File: config.mk
export PLATFORM = sky130hd
export DESIGN_NAME = eth_phy_10g_link_ctrl_flat
export DESIGN_NICKNAME = d
export VERILOG_FILES = /design/src/rtl/eth_phy_10g_link_ctrl_if.sv /design/src/rtl/eth_phy_10g_link_ctrl.sv /design/src/flat_wrapper.sv
export SDC_FILE = /design/constraint.sdc
export NUM_CORES = 1
export LEC_CHECK = 0
export CORE_MARGIN = 4
export CORE_UTILIZATION = 62
export DETAILED_ROUTE_END_ITERATION = 8
export DONT_BUFFER_PORTS = 1
export MAX_ROUTING_LAYER = met4
export PLACE_DENSITY = 0.78
export SYNTH_ARGS = -nofsm -noshare
export SYNTH_HDL_FRONTEND = slang
export SYNTH_SLANG_ARGS = --single-unit
File: constraint.sdc
create_clock -name rx_clk -period 2.3 [get_ports rx_clk]
set_clock_uncertainty 0.1 [all_clocks]
set_input_delay 0.69 -clock rx_clk [delete_from_list [all_inputs] [get_ports rx_clk]]
set_output_delay 0.69 -clock rx_clk [all_outputs]
set_load 0.01 [all_outputs]
File: src/rtl/eth_phy_10g_link_ctrl_if.sv
// Control/status bundle between the 10G PHY link controller and the PCS/SERDES side.
// link_down_count is present only when ETH_LINK_CTRL_STATS_EN is defined.
interface eth_phy_10g_link_ctrl_if;
    logic       cfg_enable;
    logic       rx_block_lock;
    logic       rx_high_ber;
    logic       serdes_rx_reset_req;
    logic       rx_status;
    logic [1:0] link_state;
    logic [7:0] reset_count;
`ifdef ETH_LINK_CTRL_STATS_EN
    logic [7:0] link_down_count;
`endif

    modport master (
        output cfg_enable,
        output rx_block_lock,
        output rx_high_ber,
        input  serdes_rx_reset_req,
        input  rx_status,
        input  link_state,
        input  reset_count
`ifdef ETH_LINK_CTRL_STATS_EN
        , input link_down_count
`endif
    );

    modport slave (
        input  cfg_enable,
        input  rx_block_lock,
        input  rx_high_ber,
        output serdes_rx_reset_req,
        output rx_status,
        output link_state,
        output reset_count
`ifdef ETH_LINK_CTRL_STATS_EN
        , output link_down_count
`endif
    );
endinterface

File: src/rtl/eth_phy_10g_link_ctrl.sv
// 10GBASE-R receive link controller: waits for block lock, resets the SERDES on timeout,
// debounces lock/BER into link up. ETH_LINK_CTRL_STATS_EN adds the link-down statistic.
module eth_phy_10g_link_ctrl #(
    parameter int LOCK_TIMEOUT = 1024,
    parameter int RESET_CYCLES = 8,
    parameter int UP_DEBOUNCE  = 125
) (
    input logic                    rx_clk,
    input logic                    rx_rst_n,
    eth_phy_10g_link_ctrl_if.slave link
);
    localparam int TW = $clog2(LOCK_TIMEOUT);
    localparam int RW = (RESET_CYCLES > 1) ? $clog2(RESET_CYCLES) : 1;
    localparam int DW = (UP_DEBOUNCE > 1) ? $clog2(UP_DEBOUNCE) : 1;

    localparam logic [TW-1:0] TIMER_LAST = TW'(LOCK_TIMEOUT - 1);
    localparam logic [TW-1:0] TIMER_ONE  = TW'(1);
    localparam logic [RW-1:0] RST_LAST   = RW'(RESET_CYCLES - 1);
    localparam logic [RW-1:0] RST_ONE    = RW'(1);
    localparam logic [DW-1:0] DEB_LAST   = DW'(UP_DEBOUNCE - 1);
    localparam logic [DW-1:0] DEB_ONE    = DW'(1);

    typedef enum logic [1:0] {
        ST_WAIT_LOCK = 2'd0,
        ST_RESET     = 2'd1,
        ST_DEBOUNCE  = 2'd2,
        ST_UP        = 2'd3
    } state_t;

    function automatic logic [7:0] sat_inc8(input logic [7:0] value);
        return (value == 8'hFF) ? value : value + 8'd1;
    endfunction

    state_t        state_r;
    logic [TW-1:0] timer_r;
    logic [RW-1:0] rst_cnt_r;
    logic [DW-1:0] deb_cnt_r;
    logic          req_r;
    logic          status_r;
    logic [7:0]    reset_count_r;
`ifdef ETH_LINK_CTRL_STATS_EN
    logic [7:0]    link_down_count_r;
`endif

    // Link FSM with its timers, registered outputs and saturating statistics.
    always_ff @(posedge rx_clk or negedge rx_rst_n) begin
        if (!rx_rst_n) begin
            state_r           <= ST_WAIT_LOCK;
            timer_r           <= '0;
            rst_cnt_r         <= '0;
            deb_cnt_r         <= '0;
            req_r             <= 1'b0;
            status_r          <= 1'b0;
            reset_count_r     <= 8'd0;
`ifdef ETH_LINK_CTRL_STATS_EN
            link_down_count_r <= 8'd0;
`endif
        end else if (!link.cfg_enable) begin
            state_r   <= ST_WAIT_LOCK;
            timer_r   <= '0;
            rst_cnt_r <= '0;
            deb_cnt_r <= '0;
            req_r     <= 1'b0;
            status_r  <= 1'b0;
        end else begin
            req_r    <= 1'b0;
            status_r <= 1'b0;
            case (state_r)
                ST_WAIT_LOCK: begin
                    rst_cnt_r <= '0;
                    deb_cnt_r <= '0;
                    // Lock outranks a coinciding timeout.
                    if (link.rx_block_lock) begin
                        state_r <= ST_DEBOUNCE;
                        timer_r <= '0;
                    end else if (timer_r == TIMER_LAST) begin
                        state_r       <= ST_RESET;
                        timer_r       <= '0;
                        req_r         <= 1'b1;
                        reset_count_r <= sat_inc8(reset_count_r);
                    end else begin
                        timer_r <= timer_r + TIMER_ONE;
                    end
                end
                ST_RESET: begin
                    if (rst_cnt_r == RST_LAST) begin
                        state_r   <= ST_WAIT_LOCK;
                        rst_cnt_r <= '0;
                        timer_r   <= '0;
                    end else begin
                        rst_cnt_r <= rst_cnt_r + RST_ONE;
                        req_r     <= 1'b1;
                    end
                end
                ST_DEBOUNCE: begin
                    if (!link.rx_block_lock) begin
                        state_r   <= ST_WAIT_LOCK;
                        timer_r   <= '0;
                        deb_cnt_r <= '0;
                    end else if (!link.rx_high_ber && (deb_cnt_r == DEB_LAST)) begin
                        state_r   <= ST_UP;
                        timer_r   <= '0;
                        deb_cnt_r <= '0;
                    end else if (timer_r == TIMER_LAST) begin
                        state_r       <= ST_RESET;
                        timer_r       <= '0;
                        deb_cnt_r     <= '0;
                        req_r         <= 1'b1;
                        reset_count_r <= sat_inc8(reset_count_r);
                    end else begin
                        timer_r   <= timer_r + TIMER_ONE;
                        deb_cnt_r <= link.rx_high_ber ? '0 : deb_cnt_r + DEB_ONE;
                    end
                end
                ST_UP: begin
                    // rx_status follows "still up after this edge", so it rises one edge after entry.
                    if (!link.rx_block_lock || link.rx_high_ber) begin
                        state_r <= ST_WAIT_LOCK;
                        timer_r <= '0;
`ifdef ETH_LINK_CTRL_STATS_EN
                        link_down_count_r <= sat_inc8(link_down_count_r);
`endif
                    end else begin
                        status_r <= 1'b1;
                    end
                end
                default: begin
                    state_r   <= ST_WAIT_LOCK;
                    timer_r   <= '0;
                    rst_cnt_r <= '0;
                    deb_cnt_r <= '0;
                end
            endcase
        end
    end

    assign link.serdes_rx_reset_req = req_r;
    assign link.rx_status           = status_r;
    assign link.link_state          = state_r;
    assign link.reset_count         = reset_count_r;
`ifdef ETH_LINK_CTRL_STATS_EN
    assign link.link_down_count     = link_down_count_r;
`endif

endmodule

File: src/flat_wrapper.sv
// flat-port wrapper written by rule: the top's interface ports become plain ports
module eth_phy_10g_link_ctrl_flat 
#(
    parameter int LOCK_TIMEOUT = 1024,
    parameter int RESET_CYCLES = 8,
    parameter int UP_DEBOUNCE  = 125
)
  (rx_clk, rx_rst_n, link_cfg_enable, link_rx_block_lock, link_rx_high_ber, link_serdes_rx_reset_req, link_rx_status, link_link_state, link_reset_count);
  eth_phy_10g_link_ctrl_if link_i ();
  input logic rx_clk;
  input logic rx_rst_n;
  input wire logic [$bits(link_i.cfg_enable)-1:0] link_cfg_enable;
  input wire logic [$bits(link_i.rx_block_lock)-1:0] link_rx_block_lock;
  input wire logic [$bits(link_i.rx_high_ber)-1:0] link_rx_high_ber;
  output wire logic [$bits(link_i.serdes_rx_reset_req)-1:0] link_serdes_rx_reset_req;
  output wire logic [$bits(link_i.rx_status)-1:0] link_rx_status;
  output wire logic [$bits(link_i.link_state)-1:0] link_link_state;
  output wire logic [$bits(link_i.reset_count)-1:0] link_reset_count;
  assign link_i.cfg_enable = link_cfg_enable;
  assign link_i.rx_block_lock = link_rx_block_lock;
  assign link_i.rx_high_ber = link_rx_high_ber;
  assign link_serdes_rx_reset_req = link_i.serdes_rx_reset_req;
  assign link_rx_status = link_i.rx_status;
  assign link_link_state = link_i.link_state;
  assign link_reset_count = link_i.reset_count;
  eth_phy_10g_link_ctrl #(.LOCK_TIMEOUT(LOCK_TIMEOUT), .RESET_CYCLES(RESET_CYCLES), .UP_DEBOUNCE(UP_DEBOUNCE)) u_core (.rx_clk(rx_clk), .rx_rst_n(rx_rst_n), .link(link_i));
endmodule
==> metrics.txt <==
cell family with the largest share of critical-path delay=simple AND/OR/NAND/NOR gates; total power=996.8 µW; Crit Reg-Reg Endpoint=u_core.link.reset_count[5]; EDFF count, synth=0; layout cells sized above 1=12.89%; DIE AREA=3921 µm²; GRT Overall Usage=22.55%; Worst EP arrival=2160 ps; mapped cell area=1849 µm²; Final WS setup=292.4 ps; Synth Register Bits=32; RSZ-0062 raised after global routing=false; Synthesis Warnings=0; CTS sink cnt=32; critical path class=reg2reg; # DRC=0; CP startpoint kind=register; via count=1474; Peak supply drop=0.3800 mV; WHS=70.33 ps; H-tree depth=2; initial antenna violation count=0; # resized after CTS=0; Pre-antenna DRT Iters=4; DR vias/cell=6.551; # IOs=17; largest net degree at the start of global routing=33; Register-to-Register Path Depth=7; Post-Synth Simple-Gate Area=26.93%; setup violators final=0; Power Density=507.5 nW/µm²; buffer and inverter count on the worst path=2; Final Hold Viols=0; flop2flop setup slack=290 ps; mux share of post-synthesis cell area=2.842%; GRT overflow=0; reg2reg start=u_core.deb_cnt_r[0]; Area contributors post-synth=dfrtp_1 43%, ha_1 4.1%, nand2_1 3.9%; Setup Total Neg Slack=0 ps; WP data required=2450 ps; wirelength, routed=3874 µm; distinct cell type count after synthesis=50; max-slew violations=0; Worst-Skew Late Latency=330 ps; fmax=498.1 MHz; Critical Path End Type=register; Top FF cell, synth=dfrtp_1; Synth Area in Adders=4.060%; DP HPWL=2807 µm; Final GP Congestion=0.8229; largest family of logic cells by synthesized area=simple AND/OR/NAND/NOR gates; max-cap viol count=0; root buf cell=clkbuf_4; Post-Synth XOR/XNOR Area=3.721%; vias in the first global route=1560; slowest stage delay, CP=430 ps; register area share after synthesis=43.30%; first-pass GRT wire length=7010 µm; area grow syn2layout=6.224%; TritonCTS Buffers=5; Post-Syn Instances=188; Worst-Margin Slew=418.9 ps; status=finished clean; clk slew on worst S/H paths=100 ps; Final ANT Viol Nets=0; compound-cell area share of the yosys netlist=15.02%; row count=19; commonest non-fill, non-tap cells in the layout=32 x dfrtp_1, 19 x nand2_1, 12 x nand3_1, 10 x inv_1; most common cell after layout, fill and taps aside=dfrtp_1; relative slew slack=72.05%; Critical-path top delay cell=dfrtp_1; final period utilization=87.29%; # nets final=205; Layout fillers=220; drt wl/cell=17.22 µm; die height=62.62 µm; n_diodes=0; fin crit period=2008 ps; clk buf depth=2; dpl ws=230.3 ps; cell taking the most area after synthesis=dfrtp_1; worst path cell trace=inv_1 -> ha_1 -> nand4b_1 -> o211ai_2 -> buf_4 -> nor4b_2 -> xor2_1; die width=62.62 µm; I/O Buffers=0; CTS tree=yes; area share of the leading cell type in the synthesized netlist=43.30%; HP Class=in2async; syn_nets=199; P_leak=0.0008125 µW; Mapped Avg Cell Area=9.837 µm²; Async S/R FF share, synth=100.0%; CP Max Fanout=8; 1st-iter DRT viols=99; Initial Util=65.92%; Core Area=2805 µm²
per-stage QoR:
step | util (%) | area [µm²] | cells
after floorplan | - | 1849 | 188
after detailed placement | 66.99 | 1879 | 217
after global routing | 70.03 | 1964 | 225
after CTS | 70.03 | 1964 | 225
final | 70.03 | 1964 | 225
after global placement | 66.99 | 1879 | 217
state kept, by name, indices dropped and copies added (netlist names):
name                             flops
u_core.rst_cnt_r                     3
u_core.link.reset_count              8
u_core.deb_cnt_r                     7
u_core.link.rx_status                1
u_core.link.serdes_rx_reset_req      1
u_core.timer_r                      10
u_core.link.link_state               2
metal layers:
metal,up-vias,GRT usage (%),wire [µm]
li1,706,-,-
met1,714,25.60,1675
met2,43,38.35,1944
met3,11,6.295,192
met4,0,7.438,62
met5,-,-,0
layout make-up:
cell class / count / area, µm² / share of cell area [%]
multi-input combinational: 140 / 972.2 / 49.49
sequential: 32 / 800.8 / 40.76
clock buffer: 7 / 65.06 / 3.312
tap: 31 / 38.79 / 1.975
timing repair buffer: 5 / 50.05 / 2.548
inverter: 10 / 37.54 / 1.911
worst max path at each step:
stage	depth (start not counted)	endpoint	startpoint	slack, ps
after global placement	5	u_core.link.reset_count[7]	link_rx_high_ber	290
after detailed placement	5	u_core.link.reset_count[5]	link_rx_high_ber	230
after floorplan	4	u_core.link.reset_count[6]	link_rx_block_lock	450
after CTS	7	u_core.link.reset_count[5]	u_core.deb_cnt_r[0]	280
after global routing	6	u_core.link.reset_count[6]	u_core.deb_cnt_r[0]	130
final	7	u_core.link.reset_count[5]	u_core.deb_cnt_r[0]	290
kinds of logic (layout without fill, tap and decap cells):
logic type	Yosys count	after routing
compound gates	41	41
xor+xnor	7	7
fa+ha+maj	6	6
flops	32	32
mux	5	5
simple gates	81	81
buf+inv	16	22
worst register-to-register path: stages (launching register included):
cell and delay [ps]:
dfrtp_1 430, inv_1 80, ha_1 200, nand4b_1 160
o211ai_2 220, buf_4 230, nor4b_2 320, xor2_1 200
synth_stat cells, types with 3 or more instances:
master / number
a21boi_0: 3
a21oi_1: 7
a31oi_1: 7
and2_1: 3
clkbuf_1: 3
dfrtp_1: 32
ha_1: 6
inv_1: 10
mux2i_1: 3
nand2_1: 19
nand3_1: 12
nand4_1: 7
nor2_1: 8
nor2b_1: 3
nor3_1: 3
o21a_1: 3
o21ai_0: 8
o22ai_1: 3
o311a_1: 3
or3_1: 4
xor2_1: 5
what timing repair did:
item,in CTS,in global routing
buffers inserted,0,0
endpoints found under the hold margin,32,0
hold buffers,1,0
where the power goes:
| group | switching (µW) | internal [µW] | total (µW) |
|---|---|---|---|
| registers | 11.5 | 568 | 580 |
| clock network | 185 | 173 | 358 |
| logic | 35.6 | 23.2 | 58.8 |
| total | 232 | 765 | 997 |
(Power assumes the default switching activity.)
